===== config.mk =====
export PLATFORM = sky130hd
export DESIGN_NAME = ppm16_rx_deframer
export DESIGN_NICKNAME = d
export VERILOG_FILES = /design/src/rtl/ppm16_pkg.sv /design/src/rtl/ppm16_sync_fifo.sv /design/src/rtl/ppm16_rx_deframer.sv
export SDC_FILE = /design/constraint.sdc
export NUM_CORES = 1
export LEC_CHECK = 0
export ABC_AREA = 1
export CAP_MARGIN = 25
export CORE_ASPECT_RATIO = 2
export CORE_MARGIN = 4
export CORE_UTILIZATION = 50
export CTS_CLUSTER_DIAMETER = 60
export DETAILED_ROUTE_END_ITERATION = 6
export GPL_ROUTABILITY_DRIVEN = 0
export HOLD_SLACK_MARGIN = 0.08
export PLACE_DENSITY = 0.65
export REMOVE_ABC_BUFFERS = 1
export SETUP_SLACK_MARGIN = 0.2
export SLEW_MARGIN = 20
export SYNTH_ARGS = -nofsm -noshare
export SYNTH_HDL_FRONTEND = slang
export SYNTH_HIERARCHICAL = 1
export SYNTH_SLANG_ARGS = --single-unit

===== constraint.sdc =====
create_clock -name clk -period 2.9 [get_ports clk]
set_input_delay 0.87 -clock clk [delete_from_list [all_inputs] [get_ports clk]]
set_output_delay 0.87 -clock clk [all_outputs]
set_load 0.01 [all_outputs]

===== src/rtl/ppm16_pkg.sv =====
// Shared types and defaults for the PPM16 receive path.
package ppm16_pkg;

  localparam int PPM_SYM_BITS  = 4;
  localparam int HDR_BYTES_DEF = 6;

  typedef enum logic [1:0] {
    IDLE = 2'd0,
    HDR  = 2'd1,
    DATA = 2'd2
  } state_t;

endpackage


===== src/rtl/ppm16_sync_fifo.sv =====
// Synchronous FIFO with extra-MSB pointers; a push into a full FIFO is
// accepted when a pop happens on the same edge.
module ppm16_sync_fifo #(
  parameter int WIDTH = 10,
  parameter int DEPTH = 16
) (
  input  logic             clk,
  input  logic             resetn,
  input  logic             push,
  input  logic [WIDTH-1:0] din,
  input  logic             pop,
  output logic [WIDTH-1:0] dout,
  output logic             full,
  output logic             empty
);

  localparam int AW = $clog2(DEPTH);
  localparam logic [AW:0] PTR_ONE = (AW+1)'(1);

  logic [WIDTH-1:0] mem [DEPTH];
  logic [AW:0]      wr_ptr, rd_ptr;
  logic             do_pop, do_push;

  assign empty   = (wr_ptr == rd_ptr);
  assign full    = (wr_ptr[AW] != rd_ptr[AW]) && (wr_ptr[AW-1:0] == rd_ptr[AW-1:0]);
  assign do_pop  = pop && !empty;
  assign do_push = push && (!full || do_pop);
  // Head entry is read straight from storage; forced to zero when empty.
  assign dout    = empty ? '0 : mem[rd_ptr[AW-1:0]];

  // Pointer update.
  always_ff @(posedge clk) begin
    if (!resetn) begin
      wr_ptr <= '0;
      rd_ptr <= '0;
    end else begin
      if (do_push) wr_ptr <= wr_ptr + PTR_ONE;
      if (do_pop)  rd_ptr <= rd_ptr + PTR_ONE;
    end
  end

  // Storage write; contents need no reset since empty masks dout.
  always_ff @(posedge clk) begin
    if (do_push) mem[wr_ptr[AW-1:0]] <= din;
  end

endmodule


===== src/rtl/ppm16_rx_deframer.sv =====
// Packs demod nibbles into bytes, parses the primary header length and
// streams header+data bytes through a FIFO tagged with sof/eof.
module ppm16_rx_deframer
  import ppm16_pkg::*;
#(
  parameter int HDR_BYTES      = HDR_BYTES_DEF,
  parameter int LEN_BYTE_IDX   = 4,
  parameter int MAX_DATA_BYTES = 64,
  parameter int FIFO_DEPTH     = 16
) (
  input  logic                    clk,
  input  logic                    resetn,
  input  logic                    packet_detected,
  input  logic                    sym_valid,
  input  logic [PPM_SYM_BITS-1:0] sym,
  output logic [7:0]              byte_out,
  output logic                    byte_valid,
  input  logic                    byte_ready,
  output logic                    byte_sof,
  output logic                    byte_eof,
  output logic                    frame_busy,
  output logic [15:0]             data_len,
  output logic                    len_clipped,
  output logic                    overflow
);

  localparam logic [15:0] HDR_LAST = 16'(HDR_BYTES - 1);
  localparam logic [15:0] LEN_MSB  = 16'(LEN_BYTE_IDX);
  localparam logic [15:0] LEN_LSB  = 16'(LEN_BYTE_IDX + 1);
  localparam logic [15:0] MAX_LIM  = 16'(MAX_DATA_BYTES);

  state_t                  state, state_nxt;
  logic                    pd_q, rise;
  logic                    phase;
  logic [PPM_SYM_BITS-1:0] n0;
  logic [15:0]             cnt;
  logic [7:0]              len_msb;
  logic [7:0]              cur_byte;
  logic                    byte_done, hdr_last, data_last;
  logic [15:0]             data_lim, len_new;
  logic [16:0]             len_sum;
  logic                    fifo_push, fifo_pop, fifo_full, fifo_empty;
  logic [9:0]              fifo_din, fifo_dout;

  assign rise      = packet_detected && !pd_q;
  assign cur_byte  = {n0, sym};
  assign byte_done = (state != IDLE) && !rise && sym_valid && phase;
  assign data_lim  = (data_len > MAX_LIM) ? MAX_LIM : data_len;
  assign hdr_last  = (state == HDR)  && (cnt == HDR_LAST);
  assign data_last = (state == DATA) && (cnt == data_lim - 16'd1);
  // Length field counts bytes minus one; saturate rather than wrap at 0xFFFF.
  assign len_sum   = {1'b0, len_msb, cur_byte} + 17'd1;
  assign len_new   = len_sum[16] ? 16'hFFFF : len_sum[15:0];

  assign fifo_push = byte_done;
  assign fifo_pop  = byte_valid && byte_ready;
  assign fifo_din  = {(state == HDR) && (cnt == 16'd0), data_last, cur_byte};

  assign {byte_sof, byte_eof, byte_out} = fifo_dout;
  assign byte_valid = !fifo_empty;
  assign frame_busy = (state != IDLE);

  // State register.
  always_ff @(posedge clk) begin
    if (!resetn) state <= IDLE;
    else         state <= state_nxt;
  end

  // Next state: a new edge always restarts the header, otherwise advance on byte boundaries.
  always_comb begin
    state_nxt = state;
    if (rise) begin
      state_nxt = HDR;
    end else if (byte_done) begin
      if (hdr_last)       state_nxt = DATA;
      else if (data_last) state_nxt = IDLE;
    end
  end

  // Edge detect, nibble packing, byte counter, length latch and sticky flags.
  always_ff @(posedge clk) begin
    if (!resetn) begin
      pd_q        <= 1'b0;
      phase       <= 1'b0;
      n0          <= '0;
      cnt         <= '0;
      len_msb     <= '0;
      data_len    <= '0;
      len_clipped <= 1'b0;
      overflow    <= 1'b0;
    end else begin
      pd_q <= packet_detected;
      if (rise) begin
        // A nibble arriving with the edge is the high nibble of header byte 0.
        phase       <= sym_valid;
        n0          <= sym;
        cnt         <= '0;
        len_clipped <= 1'b0;
        overflow    <= 1'b0;
      end else if (state != IDLE && sym_valid) begin
        if (!phase) begin
          n0    <= sym;
          phase <= 1'b1;
        end else begin
          phase <= 1'b0;
          cnt   <= (hdr_last || data_last) ? 16'd0 : cnt + 16'd1;
          if (state == HDR && cnt == LEN_MSB) len_msb <= cur_byte;
          if (state == HDR && cnt == LEN_LSB) begin
            data_len    <= len_new;
            len_clipped <= (len_new > MAX_LIM);
          end
          if (fifo_full && !fifo_pop) overflow <= 1'b1;
        end
      end
    end
  end

  ppm16_sync_fifo #(
    .WIDTH (10),
    .DEPTH (FIFO_DEPTH)
  ) u_fifo (
    .clk    (clk),
    .resetn (resetn),
    .push   (fifo_push),
    .din    (fifo_din),
    .pop    (fifo_pop),
    .dout   (fifo_dout),
    .full   (fifo_full),
    .empty  (fifo_empty)
  );

endmodule


---- After elaboration in Yosys (flattened, before gate mapping) ----
Memories as Yosys holds them, arrays and structs flattened. A register that Yosys moved wholly into a read port is not among the register bits.
Index checks and enable logic that the tools add are counted.
storage, ports and cells
  flip-flop bits (word level) ............. 60
  memory bits (writable) .................. 160
  input port bits ......................... 9
  output and inout bits ................... 30
  logic and storage cells ................. 85
  memories ................................ 1
memory list
  memory      depth  bits a word  read ports  clocked after Yosys merged registers in  write ports  RTL line               RTL
  u_fifo.mem  16     10           1           1                                        1            ppm16_sync_fifo.sv:20  logic [WIDTH-1:0] mem [DEPTH];
cells by class
  add/sub/neg operators ................... 5
  $lt $le $gt $ge ......................... 2
  equality and inequality tests ........... 9
  multiplexer cells ....................... 18
  bitwise operators ....................... 2
  reductions and logical operators ........ 36
operator list
  cell                   count
  $mux 16                3
  $eq 16x3->1 const B    2
  $gt 16x7->1 const B    2
  $mux 4                 5
  $add 16x1->17 const B  1
  $add 16x1->16 const B  1
  $eq 16x16->1           1
  $logic_not 16->1       1
  $sub 16x1->16 const B  1
  $logic_and 1x1->1      14
  $add 5x1->5 const B    2
  $mux 10                1
  $reduce_and 2->1       4
  $reduce_and 4->1       2
  $reduce_bool 2->1      4
  $mux 1                 7
  $reduce_and 3->1       2
  $eq 5x5->1             1
  $logic_not 1->1        5
  $eq 4x4->1             1
  $mux 2                 2
  $reduce_bool 3->1      1
  $eq 2x1->1 const B     1
  $eq 2x2->1 const B     1
  other kinds (5)        7

---- Logic depth before layout (Yosys ltp) ----
Gate-level depths: netlist of the first run.
  word-level depth ........................ 9
  depth in mapped cells ................... 20

---- Modules after synthesis ----
Netlist of the first run, hierarchy kept.
by module, submodules not included
  module             times used  cells an instance  area each (um^2)  seq. area each (um^2)
  ppm16_sync_fifo    1           648                7,374.6           5,084.9
  ppm16_rx_deframer  1           465                3,070.4           1,001.0

---- Worst setup path before layout of the first run ----
Ideal clock, no wire load.
  kind .................................... input port to flip-flop
  start point ............................. input sym_valid
  end point ............................... memory u_fifo.mem[11][0], enable pin
  library setup time ...................... 0.376 ns
  arrival time ............................ 2.233 ns
  required time ........................... 2.524 ns
  slack ................................... 0.291 ns
  stages on the path ...................... 8
  cell sequence ........................... nand2_1 -> inv_2 -> nand2_2 -> nor2_1 -> nand2_4 -> inv_2 -> nand2_1 -> nor2_1
between the ends
  cells in the longest elaborated chain, start to end .. 5
RTL lines
  item                            RTL line                 RTL
  from (decl)                     ppm16_rx_deframer.sv:14  input logic sym_valid,
  $logic_and 1x1->1 (2 in a row)  ppm16_rx_deframer.sv:47  assign byte_done = (state != IDLE) && !rise && sym_valid && phase;
  net byte_done                   ppm16_rx_deframer.sv:39  logic byte_done, hdr_last, data_last;
  $logic_and 1x1->1               ppm16_sync_fifo.sv:27    assign do_push = push && (!full || do_pop);
  $mux 1                          ppm16_sync_fifo.sv:44    if (do_push) mem[wr_ptr[AW-1:0]] <= din;
  $mux 1 (implied by the code)    ppm16_sync_fifo.sv:44
  to (decl)                       ppm16_sync_fifo.sv:20
The timed path passes the listed nets, and every way through them passes these cells.

==> results of run 1 <==
how the worst min path moves through the flow:
stage,from,end,slack [ps],depth (start not counted)
finish,u_fifo/wr_ptr[2],u_fifo/wr_ptr[2],490,2
global route,u_fifo/wr_ptr[2],u_fifo/wr_ptr[2],530,2
global placement,state[1],state[1],480,2
floorplan,state[1],state[1],460,2
CTS,u_fifo/wr_ptr[2],u_fifo/wr_ptr[2],490,2
detailed placement,len_msb[7],len_msb[7],500,2
flip-flops by register name (all words and copies together), names as in the netlist, named ones only:
name	cells
pd_q	1
cnt	16
u_fifo/rd_ptr	5
overflow	1
len_clipped	1
n0	4
phase	1
data_len	16
u_fifo/mem	160
len_msb	8
u_fifo/wr_ptr	5
state	2
routing by layer:
metal,routed length (um),track usage,part of all wire,vias to the layer above
met5,0,0,0,-
met4,1200,0.111,0.045,0
met3,854,0.0234,0.032,72
met2,15600,0.469,0.59,181
met1,8960,0.225,0.34,3883
li1,-,-,-,4088
Yosys cell counts, types with 10 or more instances:
master    number
o211ai_1      31
ha_1          10
clkbuf_1      19
xor2_1        22
inv_1        146
a211oi_1      12
edfxtp_1     160
dfxtp_1       64
inv_2         11
nand4_1       16
a21oi_1       82
nor2_1       110
nand3_1       81
nand2_1      166
o21ai_1       17
nor3_1        16
o21ai_0       71
nor2_2        15
buf_2         15
area by class of cell:
class                   count  area, um2  share of cell area
flip-flops and latches    224       6120               0.463
clock inverters             5       28.8             0.00218
multi-input cells         689       3890               0.294
well taps                 266        333              0.0252
inverters                 158        598              0.0452
repair buffers            179       1690               0.128
clock buffers              31        573              0.0433
kinds of logic (layout without fill, tap and decap cells):
kind of cell | Yosys count | count (layout) | synth area share
buffers and inverters | 201 | 373 | 0.0781
xor gates and xnor gates | 26 | 26 | 0.0225
DFF | 224 | 224 | 0.583
AOI/OAI and AO/OA | 218 | 218 | 0.116
adders and majority gates | 10 | 10 | 0.0120
and+or+nand+nor | 434 | 435 | 0.189
timing repair:
| item | 4_1_cts | 5_1_grt |
|---|---|---|
| cloned | 3 | 3 |
| pin swaps | 19 | 37 |
| buffers inserted | 11 | 12 |
| gates resized for setup | 83 | 91 |
| hold endpoints to repair | 0 | 0 |
| setup endpoints to repair | 25 | 48 |
worst min-delay path, cell delays in order, from the launching register on:
cell,delay [ps]
dfxtp_2,340
nand2_1,60
a21oi_1,50
power breakdown:
| group | internal (mW) | total (mW) | switching, mW |
|---|---|---|---|
| registers | 3.43 | 3.44 | 0.00879 |
| clock network | 1.37 | 2.48 | 1.11 |
| logic | 0.0847 | 0.227 | 0.143 |
| total | 4.89 | 6.15 | 1.26 |
==> results.md, run 1 <==
- Reg2Reg Depth: 18
- Top delay family on crit path: buffers and inverters
- Post-Route WL: 26.6 mm
- Status: completed
- Leakage: 5.21 nW
- Share of flip-flops with an asynchronous set or reset: 0
- Worst path bufs/invs: 4
- Hold Fails Final Rpt: 0
- Max FO, Critical Path: 8
- Avg Cell Area, Syn: roughly 9.4 um2
- Synthesized flop and latch total: 224
- Final setup violation count: 0
- Chip height: roughly 210 um
- Worst Path Arrival: 1980 ps
- Cell depth of the worst setup path: 11
- Warnings from Yosys: 6
- Vias: just over 8k
- Slowest stage delay, CP: 350 ps
- Most common cell after layout, fill and taps aside: edfxtp_1
- Synth cell types: 44
- Top post-synthesis cells by area: edfxtp_1, dfxtp_1, nand2_1
- Hold_buf cts: 0
- CP max stage cell: dfxtp_4
- Design Power: 6.15 mW
- Slew at the pin with the worst max-slew slack: around 1000 ps
- Cell repeated most along the worst path: buf_6
- Top-area cell type share of the netlist area: 0.460
- DRT Pass-1 Iters: 7
- Area Overhead vs Synth: 26.7%
- Number of global-route vias before repair: 8289
- DRT antenna net count: 0
- Crit-path cells: buf_6 -> buf_6 -> buf_12 -> a21oi_1 -> o21ai_1 -> nand3_1 -> o21ai_1 -> nand2_1 -> nand2_2 -> nor2_4 -> buf_6
- Final core utilization: 0.647
- ANT cells: 0
- Fin area: ~13000 um2
- DR iter-0 viols: roughly 430
- # clock sinks: roughly 220
- Critical path class: reg2out
- Initial core utilization: 0.510
- Ports: 39
- Fillers: 1690
- First-pass GRT wire length: 41.9 mm
- Worst EP required: 2030 ps
- Routed WL per cell: 17.1 um
- Maximum clock frequency: 351 MHz
- Tmin final: 2850 ps
- Period utilisation layout: 0.983
- Setup Skew: 10.8 ps
- Clk slew on worst S/H paths: about 70 ps
- Core area: approximately 20000 um2
- Fraction of layout cells with a size suffix above 1: 0.233
- Num rows: between 70 and 80
- Non-Filler Instances: 1552
- Antenna violations before repair: 0
- Register area share after synthesis: 0.583
- H-tree levels: 1
- Setup WS pre-CTS: -189 ps
- Clk_lat worst skew: 500 ps
- Synth Instances: 1113
- Overall routing resource usage: 0.233
- Relative slew margins: 0.299
- Reg-to-reg slack, setup: roughly 270 ps
- Via density: 5.30
- RR Endpoint: cnt[12]
- Hold Crit Class: reg2reg
- CP Capture Type: primary output
- Slew Viols, Final: 0
- Placed Cells: 1487
- Most frequent cells in the layout: edfxtp_1, nand2_1, inv_1
- Post-synth top area cell: edfxtp_1
- Worst setup endpoint: byte_out[2]
- # nets final: 1291
- Post-DP HPWL: 18.6 mm
- Die X: 110 um
- Pwr dens: 465 nW/um2
- RSZ-0062 raised after global routing: true
- Peak supply drop: 449 uV
- Largest net degree at the start of global routing: 39
- Syn Std Cell Area: 10400 um2
- Total die area: between 20000 and 25000 um2
- GRT overflow: 0
- Max-Cap Viols: 0
- Port Buffers: 38
- TritonCTS Buffers: 20
- Hold WS: 491 ps
- Ys flop type: edfxtp_1
- Final worst slack: 48.3 ps
- Number of enable flip-flop cells after synthesis: 160
- DR DRC count: 0
- Clock buffer depth: 3
- Worst r2r src: data_len[9]
- Root buf cell: clkbuf_16
- Startpoint types: flip-flop
- CTS tree: done
- Total negative slack: 0 ps
- Cell Area, Placed: between 10000 and 15000 um2
(Power assumes the default switching activity.)
==> inputs of run 2 (changes only) <==
--- a/config.mk
+++ b/config.mk
@@ -15,6 +15,7 @@
 export GPL_ROUTABILITY_DRIVEN = 0
 export HOLD_SLACK_MARGIN = 0.08
 export PLACE_DENSITY = 0.65
+export RECOVER_POWER = 50
 export REMOVE_ABC_BUFFERS = 1
 export SETUP_SLACK_MARGIN = 0.2
 export SLEW_MARGIN = 20
==> run 2 against run 1 <==
Compared with the run above: global-route usage did not move; first-iteration DRC count fell by 10%; critical path type unchanged; sequential power barely moved; die area did not move; via count rose by 0.58%; register-to-register slack got worse by 130 ps; non-clock buffer count did not move; sequential share of layout area rose by 0.40 points; fmax barely moved; clock power barely moved; routed wire length barely moved.
==> results.md, run 2 (synthesis gave the netlist of run 1 again) <==
- Tmin final: 2850 ps (+2.62 ps)
- CP max stage cell: dfxtp_4
- Period utilisation layout: 0.984 (about the same)
- Largest net degree at the start of global routing: 39 (unchanged)
- Peak supply drop: 446 uV (-0.57%)
- Root buf cell: clkbuf_16
- DR DRC count: 0 (unchanged)
- DRT Pass-1 Iters: 7 (unchanged)
- DRT antenna net count: 0 (unchanged)
- Worst Path Arrival: 1980 ps (about the same)
- ANT cells: 0 (unchanged)
- Post-DP HPWL: 18.6 mm (unchanged)
- Pwr dens: 468 nW/um2 (+0.59%)
- Design Power: 6.13 mW (-0.27%)
- Max-Cap Viols: 0 (unchanged)
- Final worst slack: 45.7 ps (-2.62 ps)
- Routed WL per cell: 17.1 um (about the same)
- RSZ-0062 raised after global routing: true
- Clk slew on worst S/H paths: 60 ps (about the same)
- Hold_buf cts: 0 (unchanged)
- Setup Skew: 11.3 ps (+0.430 ps)
- Fraction of layout cells with a size suffix above 1: 0.214 (-0.0194)
- Clk_lat worst skew: 500 ps (about the same)
- Hold Fails Final Rpt: 0 (unchanged)
- Antenna violations before repair: 0 (unchanged)
- Crit-path cells: buf_6 -> buf_12 -> a21oi_1 -> o21ai_0 -> nand3_1 -> o21ai_1 -> nand2_1 -> nand2_1 -> nor2_2 -> buf_2
- # clock sinks: 224 (unchanged)
- Slowest stage delay, CP: 350 ps (about the same)
- Setup WS pre-CTS: -189 ps (unchanged)
- Fillers: 1712 (+1.3%)
- Max FO, Critical Path: 14 (+6)
- Worst path bufs/invs: 3 (-1)
- Status: completed
- # nets final: 1291 (unchanged)
- Via density: 5.33 (+0.58%)
- Top delay family on crit path: buffers and inverters
- CTS tree: done
- DR iter-0 viols: 388 (-10%)
- Most common cell after layout, fill and taps aside: nand2_1
- CP Capture Type: primary output
- Port Buffers: 38 (unchanged)
- Number of global-route vias before repair: 8289 (unchanged)
- Cell Area, Placed: 11900 um2 (unchanged)
- Num rows: 74 (unchanged)
- Clock buffer depth: 3 (unchanged)
- Critical path class: reg2out
- Area Overhead vs Synth: 25.6%
- Total die area: 23400 um2 (unchanged)
- Overall routing resource usage: 0.233 (unchanged)
- TritonCTS Buffers: 20 (unchanged)
- Startpoint types: flip-flop
- Leakage: 5.18 nW (-0.63%)
- Die X: 110 um (unchanged)
- Final setup violation count: 0 (unchanged)
- Chip height: 212 um (unchanged)
- Most frequent cells in the layout: nand2_1, edfxtp_1, inv_1
- Max FFs per register: 160 (unchanged)
- Fin area: 13100 um2 (-0.85%)
- H-tree levels: 1 (unchanged)
- Total negative slack: 0 ps (unchanged)
- Slew at the pin with the worst max-slew slack: 1060 ps (+7.31 ps)
- GRT overflow: 0 (unchanged)
- Slew Viols, Final: 0 (unchanged)
- Hold Crit Class: reg2reg
- Hold WS: 492 ps (+0.961 ps)
- Relative slew margins: 0.294 (-0.00489)
- Maximum clock frequency: 350 MHz (about the same)
- Post-Route WL: 26.6 mm (about the same)
- Worst EP required: 2030 ps (about the same)
- Non-Filler Instances: 1552 (unchanged)
- Cell repeated most along the worst path: nand2_1
- Final core utilization: 0.641 (-0.00550)
- First-pass GRT wire length: 41.9 mm (unchanged)
- Initial core utilization: 0.510 (unchanged)
- Core area: 20500 um2 (unchanged)
- Vias: 8272 (+0.58%)
- Placed Cells: 1487 (unchanged)
- Ports: 39 (unchanged)
## run 2: changes by cell type in the layout (fill, tap and decap cells not counted), moves of 3 or more
cell,before,now
dlygate4sd3_1,0,16
buf_4,119,102
clkdlybuf4s50_1,27,11
nand2_1,157,161
nand2_2,16,13
clkbuf_1,9,24
## run 2: worst paths after layout
kind	from	to	slack, ps	depth (start not counted)
hold reg to reg	u_fifo/wr_ptr[2]	u_fifo/wr_ptr[2]	490	2
setup / recovery	flip-flop	byte_out[5]	50	10
hold / removal	u_fifo/wr_ptr[2]	u_fifo/wr_ptr[2]	490	2
setup reg to reg	u_fifo/wr_ptr[3]	u_fifo/mem[15][4]	140	14
## run 2: power by group
| part | switching (mW) | internal (mW) | total, mW |
|---|---|---|---|
| sequential | 0.00854 | 3.43 | 3.44 |
| clock | 1.11 | 1.37 | 2.48 |
| combinational | 0.140 | 0.0740 | 0.214 |
## run 2: worst reg2reg max path, delay by kind of cell (launching register included)
| family | cells | cell delay [ps] |
|---|---|---|
| flip-flops | 1 | 350 |
| buffers and inverters | 6 | 1130 |
| AND/OR/NAND/NOR | 8 | 930 |
## run 2: per-layer routing
| metal | up-vias | GRT usage | wire length [um] | share of wire |
|---|---|---|---|---|
| li1 | 4083 | - | - | - |
| met1 | 3945 | 0.225 | 9110 | 0.34 |
| met2 | 172 | 0.469 | 15600 | 0.58 |
| met3 | 72 | 0.0234 | 756 | 0.028 |
| met4 | 0 | 0.111 | 1190 | 0.045 |
| met5 | - | 0 | 0 | 0 |
## run 2: area by class of cell
cell class / count / area, um2 / share of cell area
Sequential cell: 224 / 6120 / 0.467
Multi-Input combinational cell: 689 / 3830 / 0.292
Timing Repair Buffer: 179 / 1630 / 0.124
Inverter: 158 / 598 / 0.0456
Clock buffer: 31 / 573 / 0.0437
Tap cell: 266 / 333 / 0.0254
Clock inverter: 5 / 28.8 / 0.00219
## run 2: repair_timing
action	4_1_cts	5_1_grt
gates resized for setup	83	91
cloned	3	3
pin swaps	19	37
buffers inserted	11	12
endpoints found under the setup margin	25	48
